===== src/rtl/sb_config_sequencer_pkg.sv =====
// Shared types and constants for the switch box configuration sequencer.
package sb_cfg_pkg;

   localparam int unsigned SB_CFG_W = 12;
   localparam int unsigned SB_GRP_W = 4;

   // Enable-group bit positions within one element's c[11:0]
   localparam int unsigned SB_TURN_LSB     = 0;
   localparam int unsigned SB_STRAIGHT_LSB = 4;
   localparam int unsigned SB_CROSS_LSB    = 8;

   typedef enum logic {
      IDLE  = 1'b0,
      BREAK = 1'b1
   } sb_state_e;

endpackage


===== src/rtl/sb_config_sequencer_if.sv =====
// Config write port: valid/ready handshake carrying element address and pattern.
interface sb_config_sequencer_if #(
   parameter int unsigned ADDR_W = 6
);
   import sb_cfg_pkg::*;

   logic                cfg_valid;
   logic                cfg_ready;
   logic [ADDR_W-1:0]   cfg_addr;
   logic [SB_CFG_W-1:0] cfg_data;

   modport master (output cfg_valid, output cfg_addr, output cfg_data, input cfg_ready);
   modport slave  (input cfg_valid, input cfg_addr, input cfg_data, output cfg_ready);

endinterface


===== src/rtl/sb_cfg_slot.sv =====
// One switch box element: shadow pattern, live enables and pending-change flag.
module sb_cfg_slot
   import sb_cfg_pkg::*;
(
   input  logic                clk,
   input  logic                rst_n,
   input  logic                wr_en,
   input  logic [SB_CFG_W-1:0] wr_data,
   input  logic                break_en,
   input  logic                apply_en,
   input  logic                clear,
   output logic [SB_CFG_W-1:0] c,
   output logic                dirty
);

   logic [SB_CFG_W-1:0] shadow_q;

   // A write landing with the commit counts as dirty, so it is opened too
   always_ff @(posedge clk) begin
      if (!rst_n) begin
         shadow_q <= '0;
         c        <= '0;
         dirty    <= 1'b0;
      end else if (clear) begin
         shadow_q <= '0;
         c        <= '0;
         dirty    <= 1'b0;
      end else begin
         if (wr_en) begin
            shadow_q <= wr_data;
            dirty    <= 1'b1;
         end
         if (break_en && (dirty || wr_en)) begin
            c <= '0;
         end else if (apply_en && dirty) begin
            c     <= shadow_q;
            dirty <= 1'b0;
         end
      end
   end

endmodule


===== src/rtl/sb_config_sequencer.sv =====
// Break-before-make configuration sequencer for NUM_SB switch box elements.
module sb_config_sequencer
   import sb_cfg_pkg::*;
#(
   parameter int unsigned NUM_SB       = 4,
   parameter int unsigned ADDR_W       = 6,
   parameter int unsigned BREAK_CYCLES = 2
) (
   input  logic                       clk,
   input  logic                       rst_n,
   sb_config_sequencer_if.slave       cfg,
   input  logic                       commit_req,
   input  logic                       clear_req,
   output logic                       busy,
   output logic                       commit_done,
   output logic                       err_addr,
   output logic [SB_CFG_W*NUM_SB-1:0] sb_c
);

   localparam int unsigned CNT_W = $clog2(BREAK_CYCLES) + 1;
   localparam logic [ADDR_W:0] NUM_SB_L = (ADDR_W + 1)'(NUM_SB);

   sb_state_e        state_q, state_d;
   logic [CNT_W-1:0] cnt_q, cnt_d;
   logic [NUM_SB-1:0] dirty;
   logic              idle, in_range, wr_ok, any_dirty;
   logic              break_en, apply_en, clear_all, done_d, err_d;

   assign idle          = (state_q == IDLE);
   assign cfg.cfg_ready = idle;
   assign busy          = !idle;
   assign in_range      = ({1'b0, cfg.cfg_addr} < NUM_SB_L);
   assign wr_ok         = cfg.cfg_valid && idle && !clear_req && in_range;
   assign any_dirty     = (|dirty) || wr_ok;

   always_ff @(posedge clk) begin
      if (!rst_n) begin
         state_q     <= IDLE;
         cnt_q       <= '0;
         commit_done <= 1'b0;
         err_addr    <= 1'b0;
      end else begin
         state_q     <= state_d;
         cnt_q       <= cnt_d;
         commit_done <= done_d;
         err_addr    <= err_d;
      end
   end

   // Next-state and per-cycle slot controls
   always_comb begin
      state_d   = state_q;
      cnt_d     = cnt_q;
      break_en  = 1'b0;
      apply_en  = 1'b0;
      clear_all = 1'b0;
      done_d    = 1'b0;
      err_d     = cfg.cfg_valid && idle && !clear_req && !in_range;
      unique case (state_q)
         IDLE: begin
            if (clear_req) begin
               clear_all = 1'b1;
            end else if (commit_req) begin
               if (any_dirty) begin
                  state_d  = BREAK;
                  cnt_d    = CNT_W'(BREAK_CYCLES - 1);
                  break_en = 1'b1;
               end else begin
                  done_d = 1'b1;
               end
            end
         end
         BREAK: begin
            if (cnt_q == '0) begin
               apply_en = 1'b1;
               done_d   = 1'b1;
               state_d  = IDLE;
            end else begin
               cnt_d = cnt_q - CNT_W'(1);
            end
         end
         default: state_d = IDLE;
      endcase
   end

   for (genvar k = 0; k < NUM_SB; k++) begin : g_slot
      sb_cfg_slot u_slot (
         .clk      (clk),
         .rst_n    (rst_n),
         .wr_en    (wr_ok && (cfg.cfg_addr == ADDR_W'(k))),
         .wr_data  (cfg.cfg_data),
         .break_en (break_en),
         .apply_en (apply_en),
         .clear    (clear_all),
         .c        (sb_c[SB_CFG_W*k +: SB_CFG_W]),
         .dirty    (dirty[k])
      );
   end

endmodule


===== src/flat_wrapper.sv =====
// flat-port wrapper written by rule: the top's interface ports become plain ports
module sb_config_sequencer_flat import sb_cfg_pkg::*;
#(
   parameter int unsigned NUM_SB       = 4,
   parameter int unsigned ADDR_W       = 6,
   parameter int unsigned BREAK_CYCLES = 2
)
  (clk, rst_n, commit_req, clear_req, busy, commit_done, err_addr, sb_c, cfg_cfg_valid, cfg_cfg_addr, cfg_cfg_data, cfg_cfg_ready);
  sb_config_sequencer_if #(.ADDR_W(ADDR_W)) cfg_i ();
  input  logic clk;
  input  logic rst_n;
  input  logic commit_req;
  input  logic clear_req;
  output logic busy;
  output logic commit_done;
  output logic err_addr;
  output logic [SB_CFG_W*NUM_SB-1:0] sb_c;
  input wire logic [$bits(cfg_i.cfg_valid)-1:0] cfg_cfg_valid;
  input wire logic [$bits(cfg_i.cfg_addr)-1:0] cfg_cfg_addr;
  input wire logic [$bits(cfg_i.cfg_data)-1:0] cfg_cfg_data;
  output wire logic [$bits(cfg_i.cfg_ready)-1:0] cfg_cfg_ready;
  assign cfg_i.cfg_valid = cfg_cfg_valid;
  assign cfg_i.cfg_addr = cfg_cfg_addr;
  assign cfg_i.cfg_data = cfg_cfg_data;
  assign cfg_cfg_ready = cfg_i.cfg_ready;
  sb_config_sequencer #(.NUM_SB(NUM_SB), .ADDR_W(ADDR_W), .BREAK_CYCLES(BREAK_CYCLES)) u_core (.clk(clk), .rst_n(rst_n), .cfg(cfg_i), .commit_req(commit_req), .clear_req(clear_req), .busy(busy), .commit_done(commit_done), .err_addr(err_addr), .sb_c(sb_c));
endmodule

===== config.mk =====
export PLATFORM = sky130hd
export DESIGN_NAME = sb_config_sequencer_flat
export DESIGN_NICKNAME = d
export VERILOG_FILES = /design/src/rtl/sb_config_sequencer_pkg.sv /design/src/rtl/sb_config_sequencer_if.sv /design/src/rtl/sb_cfg_slot.sv /design/src/rtl/sb_config_sequencer.sv /design/src/flat_wrapper.sv
export SDC_FILE = /design/constraint.sdc
export NUM_CORES = 1
export LEC_CHECK = 0
export BUFFER_PORTS_ARGS = -buffer_cell sky130_fd_sc_hd__buf_4
export CORE_MARGIN = 2
export CORE_UTILIZATION = 30
export DETAILED_ROUTE_END_ITERATION = 7
export REMOVE_ABC_BUFFERS = 1
export SYNTH_ARGS = -nofsm -noshare
export SYNTH_HDL_FRONTEND = slang
export SYNTH_SLANG_ARGS = --single-unit

===== constraint.sdc =====
create_clock -name clk -period 3.3 [get_ports clk]
set_input_delay 0 -clock clk [delete_from_list [all_inputs] [get_ports clk]]
set_output_delay 0 -clock clk [all_outputs]
set_load 0.1 [all_outputs]

==> flow_summary_export.csv, run 1 <==
group,metric,value,unit
outcome,status,"completed",
clock_tree,clock-sinks,105,
yosys,syn_area_per_cell,9.652,um^2
sta,hold_viol_final,0,
final_layout,final.fill_count,1326,
pwr,p_leak,0.002262,uW
sta,max_slew.worst_pin.slew,874.7,ps
final_layout,drive_gt1_frac,0.2828,
routing,wl,9765,um
routing,wire_per_inst,14.55,um
setup_path,worstPathMaxFanout,13,
yosys,synth_area,0.003986,mm^2
final_layout,postLayoutCoreUtil,0.3897,
floorplan,rows,42,
sta,fin_crit_sh,0.6884,
setup_path,reg2regPathDepth,4,
final_layout,post-route-cell-area,0.005100,mm^2
floorplan,start_util,0.3046,
sta,worst_slack,1028,ps
placement,io_buffers,74,
floorplan,coreArea,0.01309,mm^2
global_routing,grt_max_degree,49,
setup_path,critPathCaptureType,"flop",
placement,gp_congestion,0.7875,
setup_path,start_kind,"flop",
sta,min_period,2272,ps
yosys,yosysWarnings,0,
global_routing,globalRouteOverflowTotal,0,
floorplan,pin_count,75,
sta,setup_violations,0,
routing,dr.pass1.iters,4,
routing,drt-initial-drc-count,126,
floorplan,dieWidth,119.3,um
min_path,hold_start,"cfg_cfg_addr[0]",
yosys,synthArstFlopShare,0,
final_layout,finish.net_count,514,
global_routing,antenna_found_initial,0,
pwr,power.density,488.4,mW/mm^2
pwr,peakVddDrop,0.2810,mV
clock_tree,cts_resized,0,
final_layout,fin_cells,671,
placement,placed_cell_area,0.004647,mm^2
final_layout,layout_common_cells,"dfxtp_1, nand2_1, buf_4, mux2i_1, nor2_2",
floorplan,die_h,119.3,um
clock_tree,cts_htree_levels,3,
yosys,ys_seq_elements,105,
routing,viasPerCell,4.511,
final_layout,area_growth,27.93,%
global_routing,grt_pass1_vias,3000,
clock_tree,cts_made_buffers,9,
routing,antenna_left,0,
pwr,finalPower,2491,uW
setup_path,worstPathArrival,2460,ps
clock_tree,clockRootBuffer,"clkbuf_16",
yosys,yosys.area.top_type,"dfxtp_1",
yosys,synth_edf_count,0,
floorplan,die-area,0.01423,mm^2
yosys,yosysSeqAreaShare,0.5273,
clock_tree,clk_pin_slew_worst_paths,60,ps
placement,dp_slack,1072,ps
setup_path,timing.rr.start,"u_core.busy",
flow_run,maxCapViolations,0,
sta,max_freq,440.2,MHz
min_path,min_to,"u_core.g_slot[3].u_slot.dirty",
setup_path,worstPathRequired,3490,ps
routing,route.detailed.drc,0,
sta,max-slew-margin-rel,0.4152,
min_path,hold_class,"in -> reg",
global_routing,grt_use_total,0.1427,
clock_tree,tritoncts,"done",
clock_tree,insertion_delay,340,ps
placement,dp.cells,641,
global_routing,grt_pass1_wl,15670,um
sta,rsz0062_at_grt,"no",
setup_path,ff2ff_setup_slack,1030,ps
yosys,synth_cell_type_count,32,
yosys,synth.top_cells.by_area,"dfxtp_1, mux2i_1, nand2_1",
sta,fin_skew,6.766,ps
min_path,worstHoldPathCells,3,
setup_path,timing.rr.end,"u_core.g_slot[1].u_slot.c[0]",
setup_path,crit_type,"reg -> reg",
routing,vias,3027,
final_layout,diodes,0,
yosys,syn-instance-count,413,
placement,dp_hpwl,6777,um
final_layout,final_common_cell,"dfxtp_1",
yosys,netlist.area_leader.share,0.5273,
clock_tree,cts_buffer_depth,2,
sta,drv_slew,0,
yosys,synth_flop_cell,"dfxtp_1",
-- repair_timing --
action / CTS / global route
hold buffers: 14 / 0
endpoints found under the hold margin: 51 / 0
setup buffers: 0 / 0
-- area by class of cell --
type	count	area [um^2]	share of cell area
inverter	5	18.77	0.003680
multi-input combinational	279	1735	0.3403
clock inverter	5	80.08	0.01570
sequential	105	2102	0.4122
clock buffer	11	232.7	0.04563
timing repair buffer	90	710.7	0.1394
tap	176	220.2	0.04318
-- synth_stat cells, types with 3 or more instances --
master    number
nor2_1        27
nor2_2        40
buf_2          5
nor2b_1        3
a31oi_1        4
clkbuf_1      13
buf_6          4
mux2i_1       60
o21ai_2        4
nand3_1        6
dfxtp_1      105
a21oi_1       36
nand2_1       78
inv_1          5
-- flip-flops by register name (all words and copies together) (netlist names) --
signal and cells:
u_core.cnt_q 2, u_core.g_slot.u_slot.dirty 4, u_core.busy 1, u_core.g_slot.u_slot.c 48
u_core.g_slot.u_slot.shadow_q 48, u_core.err_addr 1, u_core.commit_done 1
-- power breakdown --
group          switching (uW)  total [uW]  leakage, uW  internal [uW]
registers               0.711        1270     0.000846           1270
clock network             446        1110     0.000146            664
logic                    72.1         112      0.00127           39.7
-- metal layers --
metal  global-route usage  routed length, um
met1               0.1888               4704
met2               0.2259               4369
met3              0.03352                473
met4              0.05357                217
met5                    0                  0
-- cell families after synthesis --
family	synth area share
simple gates	0.2012
flops	0.5273
mux	0.1507
compound gates	0.07941
buf+inv	0.03829
fa+ha+maj	0.003138
-- per-stage QoR --
stage               hold slack, ps  TNS (ps)
finish                       48.32         0
global route                 89.55         0
CTS                          45.35         0
detailed placement           287.2         0
global placement             290.5         0
floorplan                    113.8    -18650
-- worst max-delay path, stage by stage (launching register included) --
cell	delay (ps)
dfxtp_1	430
nor3b_2	650
a41oi_1	250
o21ai_2	660
nor2_1	130
-- worst max-delay path by stage --
stage,endpoint,from,slack [ps],cells after the start
6_report,u_core.g_slot[1].u_slot.c[0],u_core.busy,1030,4
5_1_grt,u_core.g_slot[1].u_slot.c[0],u_core.busy,840,4
3_5_place_dp,u_core.g_slot[1].u_slot.c[0],u_core.busy,1070,4
2_1_floorplan,u_core.g_slot[1].u_slot.shadow_q[0],u_core.busy,-440,2
3_3_place_gp,u_core.g_slot[1].u_slot.c[0],u_core.busy,1160,4
4_1_cts,u_core.g_slot[1].u_slot.c[0],u_core.busy,1020,4
No activity file was read; power rests on OpenSTA's default activity.
==> run 2: changes to the inputs <==
Clock period 3.3 ns to 2.08 ns, I/O delays scaled along.
==> run 2 against run 1 <==
Flip-flop and latch count did not move. Via count rose by 0.89%. Cell area rose by 0.83%. Routed wire length rose by 1.7%. Clock power rose by 49%. Combinational power rose by 66%.
==> flow_summary_export.csv, run 2 (synthesis gave the netlist of run 1 again) <==
group,metric,value,unit
sta,max_freq,486.3,MHz
routing,drt-initial-drc-count,129,
setup_path,worst_path_largest_cell_delay,670,ps
setup_path,timing.rr.start,"u_core.busy",
sta,max-slew-margin-rel,0.4747,
setup_path,critPathCaptureType,"flop",
routing,antenna_left,0,
placement,gp_congestion,0.8293,
floorplan,die-area,0.01423,mm^2
clock_tree,cts_made_buffers,9,
clock_tree,cts_buffer_depth,2,
pwr,p_leak,0.002283,uW
sta,min_period,2057,ps
setup_path,startpoint,"u_core.busy",
floorplan,coreArea,0.01309,mm^2
pwr,peakVddDrop,0.4066,mV
final_layout,drive_gt1_frac,0.2908,
setup_path,cp_num_cells,4,
routing,viasPerCell,4.504,
setup_path,crit_family,"compound AO/OA/AOI/OAI gates",
final_layout,final_common_cell,"dfxtp_1",
setup_path,worstPathRequired,2270,ps
routing,wl,9930,um
global_routing,globalRouteOverflowTotal,0,
sta,hold_viol_final,0,
global_routing,grt_pass1_vias,2941,
final_layout,diodes,0,
final_layout,area_growth,29.00,%
routing,route.detailed.drc,0,
sta,max_slew.worst_pin.slew,787.8,ps
final_layout,fin_cells,678,
routing,dr.pass1.iters,4,
setup_path,crit_type,"reg -> reg",
clock_tree,insertion_delay,340,ps
setup_path,path_cells,"nor4bb_1, a22oi_4, o21ai_2, nor2_1",
final_layout,reg.largest.list,"u_core.g_slot.u_slot.c (48), u_core.g_slot.u_slot.shadow_q (48), u_core.g_slot.u_slot.dirty (4)",
placement,dp_hpwl,6924,um
min_path,hold_start,"cfg_cfg_addr[0]",
sta,drv_slew,0,
clock_tree,cts_htree_levels,3,
floorplan,dieWidth,119.3,um
placement,dp_slack,20.17,ps
floorplan,pin_count,75,
min_path,hold_class,"in -> reg",
global_routing,grt_use_total,0.1452,
sta,setup_violations,0,
outcome,status,"completed",
sta,worst_slack,23.48,ps
setup_path,cpMaxStageDelayCell,"o21ai_2",
clock_tree,clock-sinks,105,
clock_tree,cts_resized,0,
floorplan,start_util,0.3046,
clock_tree,tritoncts,"done",
floorplan,die_h,119.3,um
global_routing,grt_pass1_wl,15930,um
setup_path,worstPathMaxFanout,12,
setup_path,worstPathArrival,2250,ps
sta,fin_skew,9.443,ps
placement,dp.cells,648,
final_layout,finish.net_count,521,
clock_tree,clockRootBuffer,"clkbuf_16",
global_routing,antenna_found_initial,0,
global_routing,grt_max_degree,41,
sta,rsz0062_at_grt,"yes",
clock_tree,clk_pin_slew_worst_paths,70,ps
setup_path,start_kind,"flop",
final_layout,layout_common_cells,"dfxtp_1, buf_4, nand2_1, mux2i_1, nor2_2",
flow_run,maxCapViolations,0,
routing,vias,3054,
floorplan,rows,42,
sta,fin_crit_sh,0.9887,
setup_path,reg2regPathDepth,4,
min_path,worstHoldPathCells,3,
clock_tree,post-cts-setup-buffers,0,
setup_path,cp.buffers_inverters,0,
pwr,power.density,748.5,mW/mm^2
routing,wire_per_inst,14.65,um
placement,io_buffers,74,
[run 2: final cells by class]
type,count,area [um^2]
Fill cell,1335,7943
Tap cell,176,220.2
Clock inverter,4,53.80
Timing Repair Buffer,97,775.7
Inverter,5,18.77
Sequential cell,105,2102
Multi-Input combinational cell,279,1735
Clock buffer,12,236.5
[run 2: worst paths after layout]
check | to | slack, ps
max reg2reg | u_core.g_slot[1].u_slot.c[1] | 20
min | u_core.g_slot[3].u_slot.dirty | 50
max | u_core.g_slot[1].u_slot.c[1] | 20
min reg2reg | u_core.g_slot[2].u_slot.shadow_q[6] | 450
[run 2: timing repair]
action | 4_1_cts | 5_1_grt
endpoints found under the setup margin | 1 | 48
hold buffers | 14 | 0
pin swaps | 0 | 0
cloned | 0 | 0
endpoints found under the hold margin | 48 | 0
[run 2: layer usage]
metal  GRT usage  routed length (um)  up-vias
met5           0                   0        -
met4     0.03571                  97        0
met3     0.03592                 613        9
met2      0.2295                4606       76
met1      0.1988                4613     1423
li1            -                   -     1546
[run 2: report_power, final]
group / switching (uW) / leakage (uW) / internal (uW)
clock network: 713 / 0.000133 / 937
registers: 1.15 / 0.000846 / 2010
logic: 118 / 0.00130 / 67.5
total: 833 / 0.00228 / 3020
[run 2: through the flow]
step	TNS (ps)	hold slack (ps)	total power (uW)	util	cell area (um^2)
after floorplan	-116840	113.8	2126	-	3852
after global placement	0	288.5	2222	0.3601	4712
after detailed placement	0	280.4	2225	0.3601	4712
after CTS	-1.243	45.52	3885	0.3930	5142
after global routing	-4831	89.34	3990	0.3930	5142
final	0	50.78	3849	0.3930	5142
[run 2: tightest hold or removal path: stages]
cell     delay (ps)
buf_4           120
a41oi_1         140
nor2_1          100
